**config.mk**
```make
export PLATFORM = sky130hd
export DESIGN_NAME = aes_inv_round_iter
export DESIGN_NICKNAME = d
export VERILOG_FILES = /design/src/rtl/aes_inv_round_iter.sv
export SDC_FILE = /design/constraint.sdc
export NUM_CORES = 2
export LEC_CHECK = 0
export ABC_CLOCK_PERIOD_IN_PS = 17120
export CAP_MARGIN = 20
export CORE_UTILIZATION = 40
export CTS_BUF_LIST = sky130_fd_sc_hd__clkbuf_8
export DETAILED_ROUTE_END_ITERATION = 8
export GPL_TIMING_DRIVEN = 0
export RECOVER_POWER = 25
export REMOVE_ABC_BUFFERS = 1
export SLEW_MARGIN = 5
export SYNTH_ARGS = -nofsm -noshare
export SYNTH_HDL_FRONTEND = slang
export SYNTH_SLANG_ARGS = --single-unit
```
**constraint.sdc**
```tcl
create_clock -name CLK -period 17.12 [get_ports CLK]
set_input_delay 1.712 -clock CLK [delete_from_list [all_inputs] [get_ports CLK]]
set_output_delay 1.712 -clock CLK [all_outputs]
set_load 0.02 [all_outputs]
```
**src/rtl/aes_inv_round_iter.sv**
```systemverilog
// Iterative AES-128 inverse round: InvShiftRows, InvSubBytes, AddRoundKey, InvMixColumns, one column per cycle.
// Build option: define INV_ROUND_KEY_LATCH_EN to capture key_in at acceptance instead of sampling it during MIX.
module aes_inv_round_iter #(
  parameter int NB  = 4,
  parameter int LAT = 8
) (
  input  logic         CLK,
  input  logic         RST,
  input  logic         in_valid,
  output logic         in_ready,
  input  logic [127:0] data_in,
  input  logic [127:0] key_in,
  input  logic         last_round,
  output logic         out_valid,
  input  logic         out_ready,
  output logic [127:0] data_out
);

  if (NB != 4 || LAT != 2 * NB) begin : g_param_check
    $error("aes_inv_round_iter: NB must be 4 and LAT must equal 2*NB");
  end

  typedef enum logic [1:0] {IDLE, SUB, MIX, DONE} state_t;

  state_t       r_state;
  state_t       w_state_next;
  logic [127:0] r_st;
  logic [1:0]   r_col;
  logic         r_last;
  logic         r_out_valid;
  logic [127:0] r_data_out;
  logic [127:0] w_key;
  logic [127:0] w_isr;
  logic [127:0] w_st_next;
  logic [31:0]  w_cols [4];
  logic [31:0]  w_key_cols [4];
  logic [31:0]  w_col;
  logic [31:0]  w_key_col;
  logic [31:0]  w_sub_col;
  logic [31:0]  w_ark;
  logic [31:0]  w_mix;
  logic [31:0]  w_new_col;

  function automatic logic [7:0] gf_mul(input logic [7:0] a, input logic [7:0] b);
    logic [7:0] p;
    logic [7:0] x;
    p = 8'h00;
    x = a;
    for (int i = 0; i < 8; i++) begin
      if (b[i]) p = p ^ x;
      x = {x[6:0], 1'b0} ^ (x[7] ? 8'h1b : 8'h00);
    end
    return p;
  endfunction

  // x^254 equals x^-1 in GF(2^8) and conveniently maps 0 to 0.
  function automatic logic [7:0] gf_inv(input logic [7:0] a);
    logic [7:0] p;
    logic [7:0] r;
    p = a;
    r = 8'h01;
    for (int i = 0; i < 7; i++) begin
      p = gf_mul(p, p);
      r = gf_mul(r, p);
    end
    return r;
  endfunction

  function automatic logic [7:0] inv_sbox(input logic [7:0] b);
    logic [7:0] t;
    for (int i = 0; i < 8; i++) begin
      t[i] = b[(i + 2) % 8] ^ b[(i + 5) % 8] ^ b[(i + 7) % 8];
    end
    return gf_inv(t ^ 8'h05);
  endfunction

  function automatic logic [31:0] inv_mix_col(input logic [31:0] c);
    logic [7:0] a0, a1, a2, a3;
    {a0, a1, a2, a3} = c;
    return {gf_mul(a0, 8'h0e) ^ gf_mul(a1, 8'h0b) ^ gf_mul(a2, 8'h0d) ^ gf_mul(a3, 8'h09),
            gf_mul(a0, 8'h09) ^ gf_mul(a1, 8'h0e) ^ gf_mul(a2, 8'h0b) ^ gf_mul(a3, 8'h0d),
            gf_mul(a0, 8'h0d) ^ gf_mul(a1, 8'h09) ^ gf_mul(a2, 8'h0e) ^ gf_mul(a3, 8'h0b),
            gf_mul(a0, 8'h0b) ^ gf_mul(a1, 8'h0d) ^ gf_mul(a2, 8'h09) ^ gf_mul(a3, 8'h0e)};
  endfunction

`ifdef INV_ROUND_KEY_LATCH_EN
  logic [127:0] r_key;
  always_ff @(posedge CLK or posedge RST) begin
    if (RST) begin
      r_key <= '0;
    end else if (r_state == IDLE && in_valid) begin
      r_key <= key_in;
    end
  end
  assign w_key = r_key;
`else
  assign w_key = key_in;
`endif

  // Byte gi is s(r,c) with r = gi%4, c = gi/4; row r rotates right by r.
  for (genvar gi = 0; gi < 16; gi++) begin : g_isr
    localparam int R  = gi % 4;
    localparam int C  = gi / 4;
    localparam int CS = (C - R + 4) % 4;
    assign w_isr[127 - 8 * gi -: 8] = data_in[127 - 8 * (4 * CS + R) -: 8];
  end

  for (genvar gi = 0; gi < 4; gi++) begin : g_cols
    assign w_cols[gi]     = r_st[127 - 32 * gi -: 32];
    assign w_key_cols[gi] = w_key[127 - 32 * gi -: 32];
    assign w_st_next[127 - 32 * gi -: 32] = (r_col == 2'(gi)) ? w_new_col : w_cols[gi];
  end

  assign w_col     = w_cols[r_col];
  assign w_key_col = w_key_cols[r_col];

  for (genvar gi = 0; gi < 4; gi++) begin : g_sbox
    assign w_sub_col[31 - 8 * gi -: 8] = inv_sbox(w_col[31 - 8 * gi -: 8]);
  end

  assign w_ark     = w_col ^ w_key_col;
  assign w_mix     = inv_mix_col(w_ark);
  assign w_new_col = (r_state == SUB) ? w_sub_col : (r_last ? w_ark : w_mix);

  always_ff @(posedge CLK or posedge RST) begin
    if (RST) r_state <= IDLE;
    else     r_state <= w_state_next;
  end

  always_comb begin
    w_state_next = r_state;
    case (r_state)
      IDLE:    if (in_valid) w_state_next = SUB;
      SUB:     if (r_col == 2'd3) w_state_next = MIX;
      MIX:     if (r_col == 2'd3) w_state_next = DONE;
      DONE:    if (out_ready) w_state_next = IDLE;
      default: w_state_next = IDLE;
    endcase
  end

  always_ff @(posedge CLK or posedge RST) begin
    if (RST) begin
      r_st        <= '0;
      r_col       <= 2'd0;
      r_last      <= 1'b0;
      r_out_valid <= 1'b0;
      r_data_out  <= '0;
    end else begin
      case (r_state)
        IDLE: begin
          if (in_valid) begin
            r_st   <= w_isr;
            r_last <= last_round;
            r_col  <= 2'd0;
          end
        end
        SUB: begin
          r_st  <= w_st_next;
          r_col <= r_col + 2'd1;
        end
        MIX: begin
          r_st  <= w_st_next;
          r_col <= r_col + 2'd1;
          if (r_col == 2'd3) begin
            r_data_out  <= w_st_next;
            r_out_valid <= 1'b1;
          end
        end
        DONE: begin
          if (out_ready) r_out_valid <= 1'b0;
        end
        default: ;
      endcase
    end
  end

  assign in_ready  = (r_state == IDLE);
  assign out_valid = r_out_valid;
  assign data_out  = r_data_out;

endmodule

```
==> out/metrics.yaml <==
detailed_routing:
  drcViolationCount: 0
  routedWlPerCell_um: 22.8
  via_per_inst: 5.95
  vias: 77689
  first_pass_iters: 6
  drtIter0Drc: 7818
  postRouteAntennaNets: 0
  routed_wl_um: 297000
timing:
  worst_clock_skew_ns: 0.0720
  final-setup-viol-count: 0
  hold_violations: 0
  period_needed_ns: 16.64
  finalMaxSlewViolations: 267
  timing.fmax_mhz: 60.1
  max-slew-margin-rel_pct: -357
  period_share_pct: 97.2
  tightest_slew_ns: 6.85
critical_path:
  crit_path_max_incr_delay_ns: 0.69
  r2r_slack_ns: 0.48
  reg2reg_from: "r_col[1]"
  worstPathArrival_ns: 17.21
  crit_fanout: 19
  critical_path_required_ns: 17.69
  worst-setup-path-type: "reg -> reg"
  slowest_stage: "xnor3_1"
  worstSetupEndpointType: "register"
  worst_setup_path_start_kind: "register"
  reg2reg_depth: 63
  crit_start: "r_col[1]"
  rr_endpoint: "data_out[43]"
outcome:
  status: "finished with violations"
  failed_checks: "capacitance limit, slew limit"
die:
  ios: 391
  core_sq_um: 188000
  initial_core_util_pct: 40.3
  dieWidth_um: 436
  rows: 159
  die_y_um: 436
  die-area_sq_um: 191000
logic_synthesis:
  synth_area_per_cell_sq_um: 7.50
  synth_flop_cell: "dfrtp_1"
  yosys_warnings: 0
  synth-edff-count: 0
  synth.cell_area_sq_um: 75500
  async_flop_share_pct: 100
  synth_cells: 10064
  synth.area.top_cells: "xnor2_1, dfrtp_1, nor2_1"
  ys_ff_latch: 262
  yosysSeqAreaShare_pct: 8.68
  synth_largest_area_cell: "xnor2_1"
  synth_cell_types: 125
  synth_top_area_share_pct: 22.2
global_routing:
  grtUsageTotal_pct: 28.9
  grt_antenna_before_repair: 26
  overflow: 0
  grt_max_degree: 120
  grt_pass1_wl_um: 437000
  grt_pass1_vias: 71178
clock_network:
  root_buffer: "clkbuf_8"
  path_clk_slew_ns: 0.08
  cts_hold_buffers: 0
  cts-buffers-inserted: 43
  cts_htree_levels: 2
  tritoncts: "done"
  clk_latency_ns: 0.69
  cts_buffer_depth: 3
  clock-sinks: 262
run:
  maxCapViolations: 3
placement:
  dpl.hpwl_um: 201000
  numPortBuffers: 390
  place.gp.congestion: 0.935
finish:
  areaGrowthSynthToFinish_pct: 25.2
  seqCellArea_sq_um: 6560
  final_core_util_pct: 50.4
  nFillCells: 17520
  drive_gt1_share_pct: 17.3
  multiInputGateArea_sq_um: 72400
  nNetsFinal: 10814
hold_path:
  min_delay_worst_endpoint: "data_out[68]"
  min_path_type: "reg -> reg"
  holdPathStages: 1
  hp-start: "data_out[68]"
## worst max-delay path: cells and delay by family, from the launching register on
family / cells / cell delay [ns]
fa+ha+maj: 1 / 0.27
mux: 4 / 1.25
flops: 1 / 0.60
simple gates: 9 / 2.12
xor+xnor: 20 / 6.12
compound gates: 20 / 4.25
buf+inv: 9 / 1.81
## state kept, by name, indices dropped and copies added, names as in the netlist
name       flops
r_last         1
r_st         128
data_out     128
r_col          2
r_state        2
out_valid      1
## per-layer routing
metal  global-route usage, %  vias to the layer above  wire length [um]
li1                        -                    35796                 -
met1                    35.9                    37665            115000
met2                    47.4                     3512            139000
met3                    2.89                      708             20500
met4                    18.9                        8             22400
met5                       0                        -                55
## layout by cell type, fill, tap and decap left out, types with 66 or more instances in the layout
cell / synthesis / final
o21ai_0: 453 / 445
nand3_1: 232 / 230
nor2_1: 1463 / 1438
buf_6: 10 / 77
xor2_2: 32 / 69
mux2i_1: 237 / 228
a31oi_1: 78 / 74
buf_4: 42 / 492
nand2b_1: 70 / 69
xnor2_1: 1910 / 1634
nor2b_1: 70 / 68
nand2_1: 1011 / 1002
nor3_1: 230 / 226
mux4_2: 68 / 69
o211ai_1: 87 / 87
a21oi_1: 659 / 647
xor2_1: 528 / 437
dfrtp_1: 262 / 260
xnor3_1: 218 / 172
clkdlybuf4s50_1: 0 / 388
a211oi_1: 137 / 132
xnor2_4: 31 / 181
o22ai_1: 131 / 130
xor2_4: 7 / 66
xnor2_2: 120 / 250
inv_1: 88 / 89
## through the flow
step | hold WS [ns] | setup slack (ns) | instance area [sq um] | instances | TNS, ns
finish | 0.477 | 0.479 | 94600 | 13067 | 0
global route | 0.487 | -0.173 | 94500 | 13058 | -5.00
CTS | 0.480 | 0.00142 | 89900 | 12770 | 0
detailed placement | 0.465 | -5.93 | 83300 | 12429 | -1145.71
global placement | 0.461 | -16.00 | 79400 | 12234 | -3547.19
floorplan | 0.488 | -5.38 | 72400 | 9349 | -1200.03
## area by class of cell
type	instances	area share, %
multi-input combinational	8994	76.5
timing repair buffer	1091	11.6
sequential	262	6.94
tap	2495	3.30
clock buffer	54	0.786
inverter	122	0.583
clock inverter	24	0.179
antenna	22	0.0582
timing repair inverter	3	0.0159
## how the worst max path moves through the flow
stage	endpoint	depth (start not counted)
after floorplan	r_st[16]	58
after global placement	data_out[19]	49
after detailed placement	r_st[39]	57
after CTS	data_out[63]	66
after global routing	data_out[91]	71
final	data_out[43]	63
## kinds of logic (layout without fill, tap and decap cells)
kind of cell	Yosys count	in the layout	synth area share (%)
simple gates	3421	3424	19.6
fa+ha+maj	45	45	0.716
other cells	0	22	0
buf+inv	837	1294	4.76
compound gates	2240	2241	19.0
mux	355	368	5.95
xor+xnor	2904	2916	41.3
flops	262	262	8.68
## timing repair
action                                  4_1_cts  5_1_grt
gates resized for setup                     447      304
endpoints found under the setup margin      256      256
pin swaps                                   118      126
endpoints found under the hold margin         0        0
setup buffers                               238      254
gates cloned                                 25       13
## cell usage after synthesis, types with 33 or more instances
library cell and n:
nor2b_1 70, nor3_1 230, o31ai_1 37, o21ai_0 453, xor2_1 528, a21o_1 51
dfrtp_1 262, xor3_1 39, clkbuf_1 461, mux2_2 41, a221oi_1 33, inv_1 88
o221ai_1 42, a211oi_1 137, o21a_1 41, nand2b_1 70, a31oi_1 78, buf_4 42
nor2_1 1463, buf_1 55, and3_1 60, nand3_1 232, nand2_1 1011, buf_2 144
xnor3_1 218, xnor2_1 1910, xnor2_2 120, a22oi_1 53, ha_1 36, o22ai_1 131
o211ai_1 87, a21oi_1 659, mux2i_1 237, and2_1 65, mux4_2 68, o21ai_1 69
or3_1 41
Power is left out: the tool's default activity adds up to more than one toggle a clock period on the data nets, which glitch-free logic cannot reach.
